**src/rtl/bpu_pkg.sv**
```systemverilog
// Shared BTB geometry, update-queue entry layout and update FSM states.
package bpu_pkg;

    localparam int BTB_IDX_W = 9;
    localparam int BTB_SLOTS = 4;
    localparam int BTB_TGT_W = 32;
    localparam int BTB_SET_W = BTB_SLOTS * BTB_TGT_W;
    localparam int SLOT_W    = 2;

    localparam int PC_IDX_LSB  = 4;
    localparam int PC_IDX_MSB  = PC_IDX_LSB + BTB_IDX_W - 1;
    localparam int PC_SLOT_LSB = 2;
    localparam int PC_SLOT_MSB = PC_SLOT_LSB + SLOT_W - 1;

    typedef enum logic [2:0] {
        ST_IDLE,
        ST_RD_REQ,
        ST_RD_WAIT,
        ST_WRITE,
        ST_SKIP
    } upd_state_e;

    // Only the pc bits that select set and slot are worth queueing.
    typedef struct packed {
        logic [BTB_IDX_W-1:0] idx;
        logic [SLOT_W-1:0]    slot;
        logic [BTB_TGT_W-1:0] target;
    } upd_entry_t;

    localparam int UPD_ENTRY_W = $bits(upd_entry_t);

    function automatic upd_entry_t make_entry(input logic [31:0] pc, input logic [31:0] target);
        upd_entry_t e;
        e.idx    = pc[PC_IDX_MSB:PC_IDX_LSB];
        e.slot   = pc[PC_SLOT_MSB:PC_SLOT_LSB];
        e.target = target;
        return e;
    endfunction

endpackage

```
**src/rtl/bpu_fifo.sv**
```systemverilog
// Small synchronous FIFO with first-word-fall-through head and full/empty flags.
module bpu_fifo #(
    parameter int WIDTH = 64,
    parameter int DEPTH = 4
) (
    input  logic             clock,
    input  logic             reset_n,
    input  logic             push_i,
    input  logic [WIDTH-1:0] push_data_i,
    input  logic             pop_i,
    output logic [WIDTH-1:0] head_o,
    output logic             full_o,
    output logic             empty_o
);

    localparam int PTR_W = (DEPTH > 1) ? $clog2(DEPTH) : 1;

    logic [WIDTH-1:0] mem_q [DEPTH];
    logic [PTR_W-1:0] wr_ptr_q;
    logic [PTR_W-1:0] rd_ptr_q;
    logic [PTR_W:0]   count_q;
    logic             do_push;
    logic             do_pop;

    assign do_push = push_i && !full_o;
    assign do_pop  = pop_i && !empty_o;

    always_ff @(posedge clock) begin
        if (do_push) begin
            mem_q[wr_ptr_q] <= push_data_i;
        end
    end

    // Depth is a power of two, so the pointers wrap naturally.
    always_ff @(posedge clock or negedge reset_n) begin
        if (!reset_n) begin
            wr_ptr_q <= '0;
            rd_ptr_q <= '0;
            count_q  <= '0;
        end else begin
            if (do_push) begin
                wr_ptr_q <= wr_ptr_q + 1'b1;
            end
            if (do_pop) begin
                rd_ptr_q <= rd_ptr_q + 1'b1;
            end
            case ({do_push, do_pop})
                2'b10:   count_q <= count_q + 1'b1;
                2'b01:   count_q <= count_q - 1'b1;
                default: count_q <= count_q;
            endcase
        end
    end

    assign head_o  = mem_q[rd_ptr_q];
    assign full_o  = (count_q == (PTR_W + 1)'(DEPTH));
    assign empty_o = (count_q == '0);

endmodule

```
**src/rtl/btb_update_ctrl.sv**
```systemverilog
// Queues resolved taken-branch updates and applies each as a read-modify-write of one
// BTB set, sharing the BTB port with fetch lookups under a starvation guard.
module btb_update_ctrl
    import bpu_pkg::*;
#(
    parameter int QDEPTH       = 4,
    parameter int STARVE_LIMIT = 16
) (
    input  logic                 clock,
    input  logic                 reset_n,
    input  logic                 upd_valid,
    output logic                 upd_ready,
    input  logic [31:0]          upd_pc,
    input  logic [31:0]          upd_target,
    input  logic                 fetch_req,
    input  logic [BTB_IDX_W-1:0] fetch_raddr,
    output logic                 fetch_stall,
    output logic                 btb_ce,
    output logic                 btb_we,
    output logic [BTB_IDX_W-1:0] btb_raddr,
    output logic [BTB_IDX_W-1:0] btb_waddr,
    output logic                 btb_wvalid,
    output logic [BTB_SET_W-1:0] btb_wtargets,
    input  logic                 btb_rvalid,
    input  logic [BTB_SET_W-1:0] btb_rtargets,
    output logic [31:0]          upd_done_count,
    output logic [31:0]          upd_skip_count
);

    localparam int STARVE_W = $clog2(STARVE_LIMIT + 1);
    localparam logic [STARVE_W-1:0] STARVE_MAX = STARVE_W'(STARVE_LIMIT);

    upd_state_e           state_q, state_d;
    logic [STARVE_W-1:0]  starve_q, starve_d;
    logic [BTB_SET_W-1:0] merged_q, merged_d;
    logic [31:0]          done_q, done_d;
    logic [31:0]          skip_q, skip_d;

    upd_entry_t           push_entry;
    upd_entry_t           head;
    logic                 q_full;
    logic                 q_empty;
    logic                 q_pop;
    logic                 grant;
    logic                 already_present;
    logic [BTB_SET_W-1:0] base_set;
    logic [BTB_SET_W-1:0] merged_set;
    logic [BTB_SLOTS-1:0] slot_match;
    logic                 unused_pc_bits;

    assign push_entry     = make_entry(upd_pc, upd_target);
    assign unused_pc_bits = ^{upd_pc[31:PC_IDX_MSB+1], upd_pc[PC_SLOT_LSB-1:0]};
    assign upd_ready      = !q_full;

    bpu_fifo #(
        .WIDTH (UPD_ENTRY_W),
        .DEPTH (QDEPTH)
    ) u_upd_fifo (
        .clock       (clock),
        .reset_n     (reset_n),
        .push_i      (upd_valid),
        .push_data_i (push_entry),
        .pop_i       (q_pop),
        .head_o      (head),
        .full_o      (q_full),
        .empty_o     (q_empty)
    );

    // Missing sets merge into an all-zero base so stale SRAM data never leaks in.
    assign base_set = btb_rvalid ? btb_rtargets : '0;

    for (genvar gi = 0; gi < BTB_SLOTS; gi++) begin : g_slot
        logic this_slot;
        assign this_slot = (head.slot == SLOT_W'(gi));
        assign merged_set[gi*BTB_TGT_W +: BTB_TGT_W] =
            this_slot ? head.target : base_set[gi*BTB_TGT_W +: BTB_TGT_W];
        assign slot_match[gi] =
            this_slot && (base_set[gi*BTB_TGT_W +: BTB_TGT_W] == head.target);
    end

    assign already_present = btb_rvalid && (|slot_match);
    assign grant           = !fetch_req || (starve_q == STARVE_MAX);

    always_comb begin
        state_d      = state_q;
        starve_d     = starve_q;
        merged_d     = merged_q;
        done_d       = done_q;
        skip_d       = skip_q;
        q_pop        = 1'b0;
        btb_ce       = fetch_req;
        btb_we       = 1'b0;
        btb_raddr    = fetch_raddr;
        btb_waddr    = '0;
        btb_wvalid   = 1'b0;
        btb_wtargets = '0;
        fetch_stall  = 1'b0;

        unique case (state_q)
            ST_IDLE: begin
                if (!q_empty) begin
                    state_d = ST_RD_REQ;
                end
            end
            ST_RD_REQ: begin
                if (grant) begin
                    btb_ce      = 1'b1;
                    btb_raddr   = head.idx;
                    fetch_stall = fetch_req;
                    state_d     = ST_RD_WAIT;
                end else if (starve_q != STARVE_MAX) begin
                    starve_d = starve_q + 1'b1;
                end
            end
            ST_RD_WAIT: begin
                merged_d = merged_set;
                state_d  = already_present ? ST_SKIP : ST_WRITE;
            end
            ST_WRITE: begin
                if (grant) begin
                    btb_ce       = 1'b1;
                    btb_we       = 1'b1;
                    btb_raddr    = '0;
                    btb_waddr    = head.idx;
                    btb_wvalid   = 1'b1;
                    btb_wtargets = merged_q;
                    fetch_stall  = fetch_req;
                    done_d       = done_q + 32'd1;
                    q_pop        = 1'b1;
                    starve_d     = '0;
                    state_d      = ST_IDLE;
                end else if (starve_q != STARVE_MAX) begin
                    starve_d = starve_q + 1'b1;
                end
            end
            ST_SKIP: begin
                skip_d   = skip_q + 32'd1;
                q_pop    = 1'b1;
                starve_d = '0;
                state_d  = ST_IDLE;
            end
            default: begin
                state_d = ST_IDLE;
            end
        endcase
    end

    always_ff @(posedge clock or negedge reset_n) begin
        if (!reset_n) begin
            state_q  <= ST_IDLE;
            starve_q <= '0;
            merged_q <= '0;
            done_q   <= '0;
            skip_q   <= '0;
        end else begin
            state_q  <= state_d;
            starve_q <= starve_d;
            merged_q <= merged_d;
            done_q   <= done_d;
            skip_q   <= skip_d;
        end
    end

    assign upd_done_count = done_q;
    assign upd_skip_count = skip_q;

endmodule
```
**config.mk**
```make
export PLATFORM = sky130hd
export DESIGN_NAME = btb_update_ctrl
export DESIGN_NICKNAME = d
export VERILOG_FILES = /design/src/rtl/bpu_pkg.sv /design/src/rtl/bpu_fifo.sv /design/src/rtl/btb_update_ctrl.sv
export SDC_FILE = /design/constraint.sdc
export NUM_CORES = 1
export LEC_CHECK = 0
export ABC_AREA = 1
export CAP_MARGIN = 0
export CORE_MARGIN = 4
export CORE_UTILIZATION = 40
export CTS_BUF_LIST = sky130_fd_sc_hd__clkbuf_4
export DETAILED_ROUTE_END_ITERATION = 6
export GPL_TIMING_DRIVEN = 0
export PLACE_DENSITY = 0.65
export SLEW_MARGIN = 20
export SYNTH_ARGS = -nofsm -noshare
export SYNTH_HDL_FRONTEND = slang
export SYNTH_SLANG_ARGS = --single-unit
```
**constraint.sdc**
```tcl
create_clock -name clock -period 7.74 [get_ports clock]
set_input_delay 0.774 -clock clock [delete_from_list [all_inputs] [get_ports clock]]
set_output_delay 0.774 -clock clock [all_outputs]
set_load 0.02 [all_outputs]
```
==> flow_summary_export.csv <==
group,metric,value,unit
critical_path,crit_chain,"inv_1 > ha_1 > nand2_1 > nor3_1 > nor2_1 > nor2_4 > buf_6 > inv_2 > buf_2 > clkbuf_1 > clkbuf_1 > nor2_1 > clkdlybuf4s50_1",
timing,timing.fmax,180,MHz
global_routing,grt_pass1_vias,19200,
clock_network,cts_num_sinks,379,
routing,routedWlPerCell,24.1,um
power_and_ir_drop,power_frac_comb,0.535,
global_routing,antenna_found_initial,6,
floorplanning,die_width,231,um
finish,seqCellArea,10300,sq um
critical_path,crit_type,"reg -> out",
critical_path,critPathCaptureType,"output port",
place,dp.cells,3480,
power_and_ir_drop,p_sw,4.85,mW
floorplanning,row_count,81,
clock_network,cts_post_setup_buffers_inserted,0,
clock_network,htreeDepth,3,
finish,syn2layout_area_growth,31.8,%
timing,finalHoldViolCount,0,
finish,drive_above_1_share,0.0816,
global_routing,grt_max_degree,101,
power_and_ir_drop,p_total,9.80,mW
timing,drv_slew,0,
timing,finalSetupTns,0,ns
min_path,hold_path.class,"in -> async",
routing,drtAntennaViolNets,0,
power_and_ir_drop,p_per_area,374,nW/um^2
critical_path,cp_max_fo,11,
critical_path,crit_slowest_cell,"clkbuf_1",
timing,min_period,5.56,ns
place,gp_congestion,1.01,
logic_synthesis,async_reset_ff_frac,0.546,
finish,layout_commonest_cell,"nand2_1",
global_routing,grt_first_pass_wirelength,126000,um
flow_run,maxCapViolCount,0,
floorplanning,die_h,231,um
clock_network,cts_tree,"built",
timing,timing.final.ws_setup,2.18,ns
power_and_ir_drop,switching_share,0.495,
power_and_ir_drop,power.share.clock,0.175,
finish,multi_input_comb_area,8020,sq um
logic_synthesis,synth-main-ff-cell,"dfrtp_1",
critical_path,cp.required,6.97,ns
place,io_buffers,398,
timing,period_share,0.719,
finish,mostFrequentLayoutCells,"nand2_1 (609), clkdlybuf4s50_1 (397), inv_1 (263)",
routing,dr.first_iter.drc_count,2212,
routing,wl,88300,um
logic_synthesis,ys_seq_area_frac,0.521,
critical_path,arrival,4.79,ns
global_routing,gr-total-overflow,0,
place,placed_area,24900,sq um
clock_network,clk-insertion-delay-late,0.86,ns
critical_path,worst_path_largest_cell_delay,0.76,ns
critical_path,critical_path.top_delay_family,"buffers and inverters",
global_routing,grt_util_all_layers,0.322,
logic_synthesis,synthesis.area,19900,sq um
logic_synthesis,yosysWarnings,0,
clock_network,clkTransAtPathRegs,0.08,ns
logic_synthesis,synth_edf_count,172,
logic_synthesis,syn_avg_cell_area,8.24,sq um
status,status,"finished, final reports clean",
routing,first_pass_iters,6,
critical_path,startpoint,"starve_q[0]",
finish,fill_cells,4752,
routing,detail_route.vias_per_cell,5.37,
timing,grt_setup_unrepaired,"no",
timing,fin_skew,0.0596,ns
floorplanning,ios,421,
floorplanning,initial_utilization,0.405,
timing,setup_viol,0,
logic_synthesis,synth_cells,2410,
routing,num_vias,19700,
critical_path,start_kind,"flop",
power_and_ir_drop,peakVddDrop,183,uV
finish,finalNonFillerCells,3661,
clock_network,clock_path_buffers,3,
finish,nets,3136,
power_and_ir_drop,power_leakage,11.6,nW
timing,tightestPinTransition,1.03,ns
clock_network,cts-root-buf,"clkbuf_4",
timing,slew_headroom,0.309,
logic_synthesis,syn_nets,2626,
place,pre_cts_ws,2.49,ns
power_and_ir_drop,power_frac_seq,0.290,
power_and_ir_drop,intPower,4.95,mW
finish,final_area,26200,sq um
floorplanning,core,49100,sq um
routing,drc,0,
critical_path,crit_buf_inv,7,
logic_synthesis,yosys_register_bits,379,
logic_synthesis,synth.distinct_cells,41,
critical_path,r2r_start,"u_upd_fifo.rd_ptr_q[1]",
place,place_hpwl,69600,um
clock_network,numCtsBuffers,101,
floorplanning,die_area,53300,sq um
==> worst register-to-register path, cell delays in order, from the launching register on <==
cell,delay (ns)
dfrtp_1,0.48
inv_2,0.10
clkbuf_1,0.40
nand3_1,0.71
nand2_1,0.78
nand3_1,0.17
nand2_1,0.12
nor2_1,0.05
nand2_1,0.05
nor2_1,0.04
nand3_1,0.07
nor2_1,0.04
nor2_1,0.16
nand2_1,0.07
nand2_1,0.15
nand2_1,0.18
nand2_1,0.11
nand2_1,0.05
nand2_1,0.06
==> power by group through the flow <==
stage	registers, mW	clock network (mW)	logic [mW]
6_report	2.85	1.71	5.24
5_1_grt	2.89	1.88	5.56
4_1_cts	2.84	1.76	5.09
3_5_place_dp	2.88	0	5.07
3_3_place_gp	2.90	0	4.95
2_1_floorplan	2.87	0	2.86
==> state kept, by name, indices dropped and copies added (netlist names) <==
name,cells
merged_q,128
starve_q,5
state_q,3
u_upd_fifo.count_q,3
u_upd_fifo.mem_q,172
u_upd_fifo.rd_ptr_q,2
u_upd_fifo.wr_ptr_q,2
upd_done_count,32
upd_skip_count,32
==> synthesized netlist by cell type (2+ instances only) <==
library cell  count  share of area
nor4_1            2        0.00063
nor2_1          250          0.047
nor3_1           18         0.0045
o21ai_0         173          0.044
clkbuf_1         77          0.015
a31oi_1          48          0.015
o21a_1            2        0.00076
nand2_1         609           0.12
buf_2            18         0.0045
nor3_2            3         0.0015
o21ai_1          11         0.0028
nand4_1          10         0.0031
nor3b_1           2        0.00076
nand2_4           3         0.0017
nand3_1         186          0.047
edfxtp_1        172           0.26
buf_6             3         0.0017
inv_2            11         0.0021
ha_1              9         0.0057
o211ai_1         47          0.018
a21oi_1         120          0.030
buf_1            13         0.0025
buf_4             4         0.0015
nand2_2          10         0.0031
a32o_1            5         0.0025
nor2_4            7         0.0040
inv_1           263          0.050
nand3_4           3         0.0026
xor2_1           42          0.019
dfrtp_1         207           0.26
nor2_2            9         0.0028
clkinv_1          2        0.00038
and3_1            2        0.00063
o22ai_1           4         0.0013
xnor2_1          59          0.026
==> cell families (layout without fill, tap and decap cells) <==
family                   after synthesis  in the layout  share of synthesized area
adder cells (fa/ha/maj)               10             10                    0.00667
flip-flops                           379            379                      0.521
buffers and inverters                392            971                     0.0771
AND/OR/NAND/NOR                     1116           1116                      0.236
AO/OA/AOI/OAI                        412            412                      0.115
other                                  0              8                          0
XOR/XNOR                             101            101                     0.0445
==> per-stage QoR <==
step,hold slack [ns],utilization
4_1_cts,0.331,0.533
3_5_place_dp,0.459,0.508
5_1_grt,0.347,0.534
3_3_place_gp,0.458,0.503
6_report,0.430,0.534
2_1_floorplan,0.469,-
==> worst paths after layout <==
kind / end / slack [ns] / depth (start not counted)
worst max-delay path: btb_wtargets[117] / 2.18 / 13
worst min-delay path: merged_q[98] / 0.43 / 2
worst max register to register: state_q[1] / 3.91 / 18
worst min register to register: upd_skip_count[31] / 0.46 / 1
max in group asynchronous: u_upd_fifo.count_q[2] / 6.43 / 3
min in group clock: upd_skip_count[31] / 0.46 / 1
==> layer usage <==
| layer | share of wire | wire length, um | GRT usage |
|---|---|---|---|
| met5 | 0 | 0 | 0 |
| met4 | 0.043 | 3800 | 0.132 |
| met3 | 0.094 | 8300 | 0.0770 |
| met2 | 0.45 | 39500 | 0.496 |
| met1 | 0.42 | 36700 | 0.437 |
==> what timing repair did <==
item,in CTS,in global routing
hold buffers,1,0
resized for setup,0,0
endpoints found under the hold margin,49,0
==> cell type report <==
class,count,area share
plain buffers,115,0.0188
multi-input cells,1639,0.306
well taps,664,0.0317
inverters,277,0.0398
diodes,8,0.000764
clock buffers,145,0.0416
clock inverters,27,0.00545
flip-flops and latches,379,0.395
repair buffers,407,0.161
No activity file was read; power rests on OpenSTA's default activity.
